File: config.mk
export PLATFORM = sky130hd
export DESIGN_NAME = bitstream_network
export DESIGN_NICKNAME = d
export VERILOG_FILES = /design/src/rtl/bitstream_network.sv
export SDC_FILE = /design/constraint.sdc
export NUM_CORES = 1
export LEC_CHECK = 0
export CAP_MARGIN = 20
export CORE_UTILIZATION = 40
export DETAILED_ROUTE_END_ITERATION = 6
export REMOVE_ABC_BUFFERS = 1
export SLEW_MARGIN = 20
export SYNTH_ARGS = -nofsm -noshare
export SYNTH_HDL_FRONTEND = slang
export SYNTH_SLANG_ARGS = --single-unit
File: constraint.sdc
create_clock -name clk -period 5.65 [get_ports clk]
set_input_delay 1.13 -clock clk [delete_from_list [all_inputs] [get_ports clk]]
set_output_delay 1.13 -clock clk [all_outputs]
set_load 0.02 [all_outputs]
File: src/rtl/bitstream_network.sv
// Stochastic-computing 2-2-1 network: bitstream inputs, LFSR-synthesised weight
// streams, MUX scaled adders and saturating-counter activations per neuron.
module bitstream_network #(
   parameter int         STATES = 16,
   parameter logic [8:0] W00    = 9'd128,
   parameter logic [8:0] W01    = 9'd128,
   parameter logic [8:0] W10    = 9'd128,
   parameter logic [8:0] W11    = 9'd128,
   parameter logic [8:0] V0     = 9'd128,
   parameter logic [8:0] V1     = 9'd128,
   parameter logic [7:0] SEED   = 8'h5A
) (
   input  logic       clk,
   input  logic       n_rst,
   input  logic [1:0] network_input,
   output logic       network_output
);

   localparam int SW = (STATES > 1) ? $clog2(STATES) : 1;
   localparam logic [SW-1:0] RESET_STATE = SW'(STATES / 2 - 1);
   localparam logic [SW-1:0] MAX_STATE   = SW'(STATES - 1);
   localparam logic [SW-1:0] HALF_STATE  = SW'(STATES / 2);
   localparam int NUM_LFSR = 7;
   localparam logic [8:0] WEIGHTS [6] = '{W00, W01, W10, W11, V0, V1};

   function automatic logic [7:0] seed_of(input int n);
      logic [7:0] v;
      v = SEED ^ 8'(n);
      return (v == 8'h00) ? 8'h01 : v;
   endfunction

   function automatic logic [SW-1:0] step(input logic [SW-1:0] cur, input logic up);
      logic [SW-1:0] nxt;
      nxt = cur;
      if (up) begin
         if (cur != MAX_STATE) nxt = cur + SW'(1);
      end else begin
         if (cur != '0) nxt = cur - SW'(1);
      end
      return nxt;
   endfunction

   // Indices 0..5 feed W00,W01,W10,W11,V0,V1; index 6 is the shared select source.
   logic [NUM_LFSR-1:0][7:0] lfsr;
   logic [5:0]               w;
   logic                     sel;

   logic          in_j0, in_j1;
   logic          sum_h0, sum_h1, sum_out;
   logic          h0, h1;
   logic [SW-1:0] h0_state, h1_state, out_state;
   logic [SW-1:0] h0_next, h1_next, out_next;

   always_ff @(posedge clk or posedge n_rst) begin
      if (n_rst) begin
         for (int n = 0; n < NUM_LFSR; n++) lfsr[n] <= seed_of(n);
      end else begin
         for (int n = 0; n < NUM_LFSR; n++)
            lfsr[n] <= {lfsr[n][6:0], lfsr[n][7] ^ lfsr[n][5] ^ lfsr[n][4] ^ lfsr[n][3]};
      end
   end

   // Weight of 256 compares above every 8-bit value, giving a constant-one stream.
   always_comb begin
      w = '0;
      for (int i = 0; i < 6; i++) w[i] = ({1'b0, lfsr[i]} < WEIGHTS[i]);
   end

   assign sel   = lfsr[6][0];
   assign in_j0 = network_input[1];
   assign in_j1 = network_input[0];

   assign h0             = (h0_state >= HALF_STATE);
   assign h1             = (h1_state >= HALF_STATE);
   assign network_output = (out_state >= HALF_STATE);

   always_comb begin
      sum_h0   = sel ? (in_j1 & w[1]) : (in_j0 & w[0]);
      sum_h1   = sel ? (in_j1 & w[3]) : (in_j0 & w[2]);
      sum_out  = sel ? (h1 & w[5]) : (h0 & w[4]);
      h0_next  = step(h0_state, sum_h0);
      h1_next  = step(h1_state, sum_h1);
      out_next = step(out_state, sum_out);
   end

   always_ff @(posedge clk or posedge n_rst) begin
      if (n_rst) begin
         h0_state  <= RESET_STATE;
         h1_state  <= RESET_STATE;
         out_state <= RESET_STATE;
      end else begin
         h0_state  <= h0_next;
         h1_state  <= h1_next;
         out_state <= out_next;
      end
   end

endmodule

; ---- Yosys cells after proc, flatten, opt, wreduce, memory -nomap -nowiden
; Index checks and enable logic that the tools add are counted.
; Widths: inputs -> output; s select.
[totals]
rom_bits = 0
in_bits = 4
memories = 0
out_inout_bits = 1
ff_bits = 68
latch_bits = 0
mem_bits_rw = 0
wordCells = 79
[op_classes]
bitwise_logic = 27
order_cmp = 9
muxes = 12
div = 0
reduce_logical = 9
shifts = 0
mul = 0
n_addsub = 6
n_eq_ne = 6
[ops]
columns = cell, count
row1 = $lt 8x8->1 const B, 6
row2 = $mux 4, 9
row3 = $xor 1x1->1, 21
row4 = $add 4x1->4 const B, 3
row5 = $ge 4x4->1 const B, 3
row6 = $ne 4x4->1 const B, 3
row7 = $reduce_bool 4->1, 3
row8 = $sub 4x1->4 const B, 3
row9 = $and 1x1->1, 6
row10 = $ne 2x1->1 const B, 3
row11 = $reduce_and 2->1, 3
row12 = $reduce_bool 2->1, 3
row13 = $mux 1, 3

; ---- Logic depth before layout (Yosys ltp)
[depth]
depth_word = 5
ltp_mapped = 10
ltp_nobuf = 8

; ---- Worst setup path after synthesis
; OpenSTA, ideal clock, no wires.
[synth_timing]
kind = input to register
startpoint = input port network_input[1]
endpoint = register h0_state[3]
arrival_ps = 2790
required_time_ps = 5563
path_stages = 8
slack_ps = 2773
path_cell_list = or3b_2 -> nand2_1 -> inv_1 -> ha_1 -> a21oi_1 -> nand2_1 -> o31a_1 -> o211ai_1
[synth_via]
elab_chain_cells = 4
word_cells_on_any_way = 6
[synth_rtl]
columns = item, line_no
row1 = start: declaration, 15  ; input logic [1:0] network_input,
row2 = $and 1x1->1 (*), 78  ; sum_h0 = sel ? (in_j1 & w[1]) : (in_j0 & w[0]);
row3 = $mux 1 (*), 78
row4 = $ne 2x1->1 (no line) / $reduce_bool 2->1 (equally long branches), --
row5 = $reduce_and 2->1 (no line), --
row6 = end signal: assignment, 92  ; h0_state <= h0_next;
row7 = end: declaration, 51  ; logic [SW-1:0] h0_state, h1_state, out_state;
; Every way passes the cells marked *; elsewhere a longest branch is shown, timed or not.
; A chain may end at the register's enable or synchronous reset.

; ---- Worst setup path after layout
; Same ends and word-level chain as after synthesis.

==> qor.yml <==
clocking:
  post_cts_buffers: 0
  path_clk_slew_ns: 0.07
  max-clock-path-buffers: 2
  numCtsBuffers: 9
  cts_root_buffer: "clkbuf_8"
  cts_max_level: 3
  hold_buffers: 0
  clkSinkCount: 68
  cts_tree: "done"
  insertion_delay_ns: 0.33
  cts_resized: 0
cells_and_area:
  drive_gt1_share_pct: 32.20
  post-route-util_pct: 46.00
  nets: 211
  finish.instance_area_mm2: 0.002938
  fill_cells: 571
  antennaDiodeCount: 0
  fin_cells: 282
  syn2layout_area_growth_pct: 10.96
critical_path:
  cp_top_family: "simple AND/OR/NAND/NOR gates"
  critPathBufInv: 2
  arrival_ns: 3.49
  critPathCaptureType: "register"
  rrSetupSlack_ns: 3.15
  slowest_delay_ns: 0.51
  cpMaxStageDelayCell: "clkdlybuf4s50_1"
  cp_common_cell: "nand2_1"
  path_max_fanout: 5
  path_cells: "clkdlybuf4s50_1, or3b_2, nand2_1, inv_1, ha_1, a21oi_1, nand2_1, o31a_1, o211ai_1"
  crit_required_ns: 5.90
  path_class: "in -> reg"
  start_kind: "primary input"
sta:
  rsz0062_at_grt: "no"
  hold_violations: 0
  slew_viol_final: 0
  holdWs_ns: 0.3496
  worst_pin_slew_ns: 0.8133
  setup_viol: 0
  fmax_mhz: 308.8
  slew_headroom_pct: 45.78
  fin_setup_tns_ns: 0
  min_period_ns: 3.238
  min_period_over_period_pct: 57.31
  fin_skew_ns: 0.01021
synthesis:
  synth_top_area_share_pct: 39.70
  ys_ff_latch: 68
  syn_inst: 191
  synthSimpleGateAreaFrac_pct: 7.372
  yosys.cell_count.top_type: "dfstp_2"
  post_synth_num_cell_types: 44
  synth.avg_cell_area_um2: 13.86
  synth_xor_area_share_pct: 7.609
  synth_area_leaders: "dfstp_2, dfrtp_1, xnor2_1, ha_1, xor2_1"
  yosys_warnings: 0
  synth_fa_ha_area_share_pct: 3.875
  synthArstFlopShare_pct: 100.0
  muxShareOfSynthArea_pct: 1.229
  synth_top_family_by_area: "compound AO/OA/AOI/OAI gates"
  synth_compound_area_share_pct: 10.59
  synth_edf_count: 0
  syn_area_mm2: 0.002648
  synthTopCellsByCount: "dfstp_2, dfrtp_1, xnor2_1, inv_1, o21ai_0"
  synth-main-ff-cell: "dfstp_2"
  seq_area_frac_synth_pct: 66.16
  synth_top_area_cell: "dfstp_2"
status:
  outcome: "complete, no violations"
global_route:
  grt_usage_pct: 12.83
  grt_max_degree: 69
  grt_pass1_vias: 1374
  overflow: 0
  antenna_found_initial: 0
  grt_pass1_wl_um: 6713
routing:
  drt-initial-drc-count: 67
  wl_per_cell_um: 13.33
  wl_met1_um: 2010
  first_pass_iters: 4
  top_layer_used: "met4"
  dr_wl_met3_um: 124
  dr_wl_met2_um: 1555
  postRouteAntennaNets: 0
  totalWireLength_um: 3759
  drc: 0
  routed_via_density: 5.050
  vias: 1424
flow_run:
  maxCapViolCount: 0
floorplan:
  initial_core_util_pct: 41.46
  dieHeight_um: 83.36
  core_area_mm2: 0.006386
  placementRows: 29
  die_w_um: 83.36
  pin_count: 5
  die_area_mm2: 0.006948
hold_path:
  hold_class: "reg -> reg"
placed_design:
  numPortBuffers: 4
  dp_hpwl_um: 2348
  placed_area_mm2: 0.002745
  gp_congestion: 0.7814
  dpl.cell_count: 266
pwr:
  irDropWorstVdd_mv: 0.2749
  p_per_area_mw_per_mm2: 459.4
  p_leak_uw: 0.001305
## worst paths after layout
path                                     from                      end  depth (start not counted)
max in group asynchronous               n_rst       lfsr[45]$_DFF_PP0_                          3
hold reg to reg            lfsr[17]$_DFF_PP0_       lfsr[18]$_DFF_PP0_                          0
setup / recovery             network_input[1]  h0_state[3]$_DFFE_PP0P_                          9
hold / removal             lfsr[17]$_DFF_PP0_       lfsr[18]$_DFF_PP0_                          0
min in group asynchronous               n_rst       lfsr[10]$_DFF_PP0_                          3
setup reg to reg           lfsr[48]$_DFF_PP0_  h1_state[3]$_DFFE_PP0P_                          7
## metal layers
layer  global-route usage (%)  up-vias
met5                        0        -
met4                    5.329        0
met3                    5.666        8
met2                    16.77       18
met1                    18.42      709
li1                         -      689
## per-stage QoR
stage / total power, µW / worst slack [ns]
detailed placement: 974.5 / 2.089
floorplan: 903.1 / 2.773
global placement: 970.0 / 2.141
finish: 1350 / 2.412
CTS: 1367 / 2.440
global route: 1451 / 2.251
## worst register-to-register path, cell delays in order, from the launching register on
cell and delay [ns]:
dfrtp_1 0.50, and3b_1 0.28, nor2_1 0.39, ha_1 0.32
a21o_1 0.17, a21oi_1 0.28, mux2_2 0.37, o211ai_1 0.09
## registers in the layout, indices dropped and copies added, names as in the netlist
| register | count |
|---|---|
| h0_state | 4 |
| out_state | 4 |
| h1_state | 4 |
| lfsr | 56 |
## cells in the final DEF (no fill, tap or decap), drive strengths merged, types with 2 or more instances in the layout
cell type	count
a21o	4
a21oi	7
a31oi	3
a41oi	2
and3b	3
clkbuf	10
clkdlybuf4s50	4
clkinv	4
dfrtp	28
dfstp	40
fa	2
ha	5
inv	10
mux2	2
nand2	6
nand3	4
nand3b	2
nor2	4
nor3	2
nor3b	3
nor4	2
o211ai	4
o21ai	9
o22a	2
o31a	2
o31ai	2
or2	2
or3b	2
xnor2	16
xor2	7
## report_power, final
part,internal (µW),switching [µW]
clock network,204,179
registers,557,69.1
logic,169,172
## cell families (layout without fill, tap and decap cells)
| family | after synthesis | in the layout |
|---|---|---|
| xor gates and xnor gates | 23 | 23 |
| DFF | 68 | 68 |
| buffers and inverters | 17 | 31 |
| AOI/OAI and AO/OA | 41 | 41 |
| adders and majority gates | 7 | 7 |
| muxes | 3 | 3 |
| and+or+nand+nor | 32 | 32 |
## area by class of cell
cell class / count / area, µm² / share of cell area, %
inverter: 10 / 37.54 / 1.278
clock inverter: 6 / 65.06 / 2.215
timing repair buffer: 5 / 47.55 / 1.618
tap: 77 / 96.34 / 3.279
sequential: 68 / 1752 / 59.63
clock buffer: 10 / 127.6 / 4.344
multi-input combinational: 106 / 812.0 / 27.64
No activity file was read; power rests on OpenSTA's default activity.
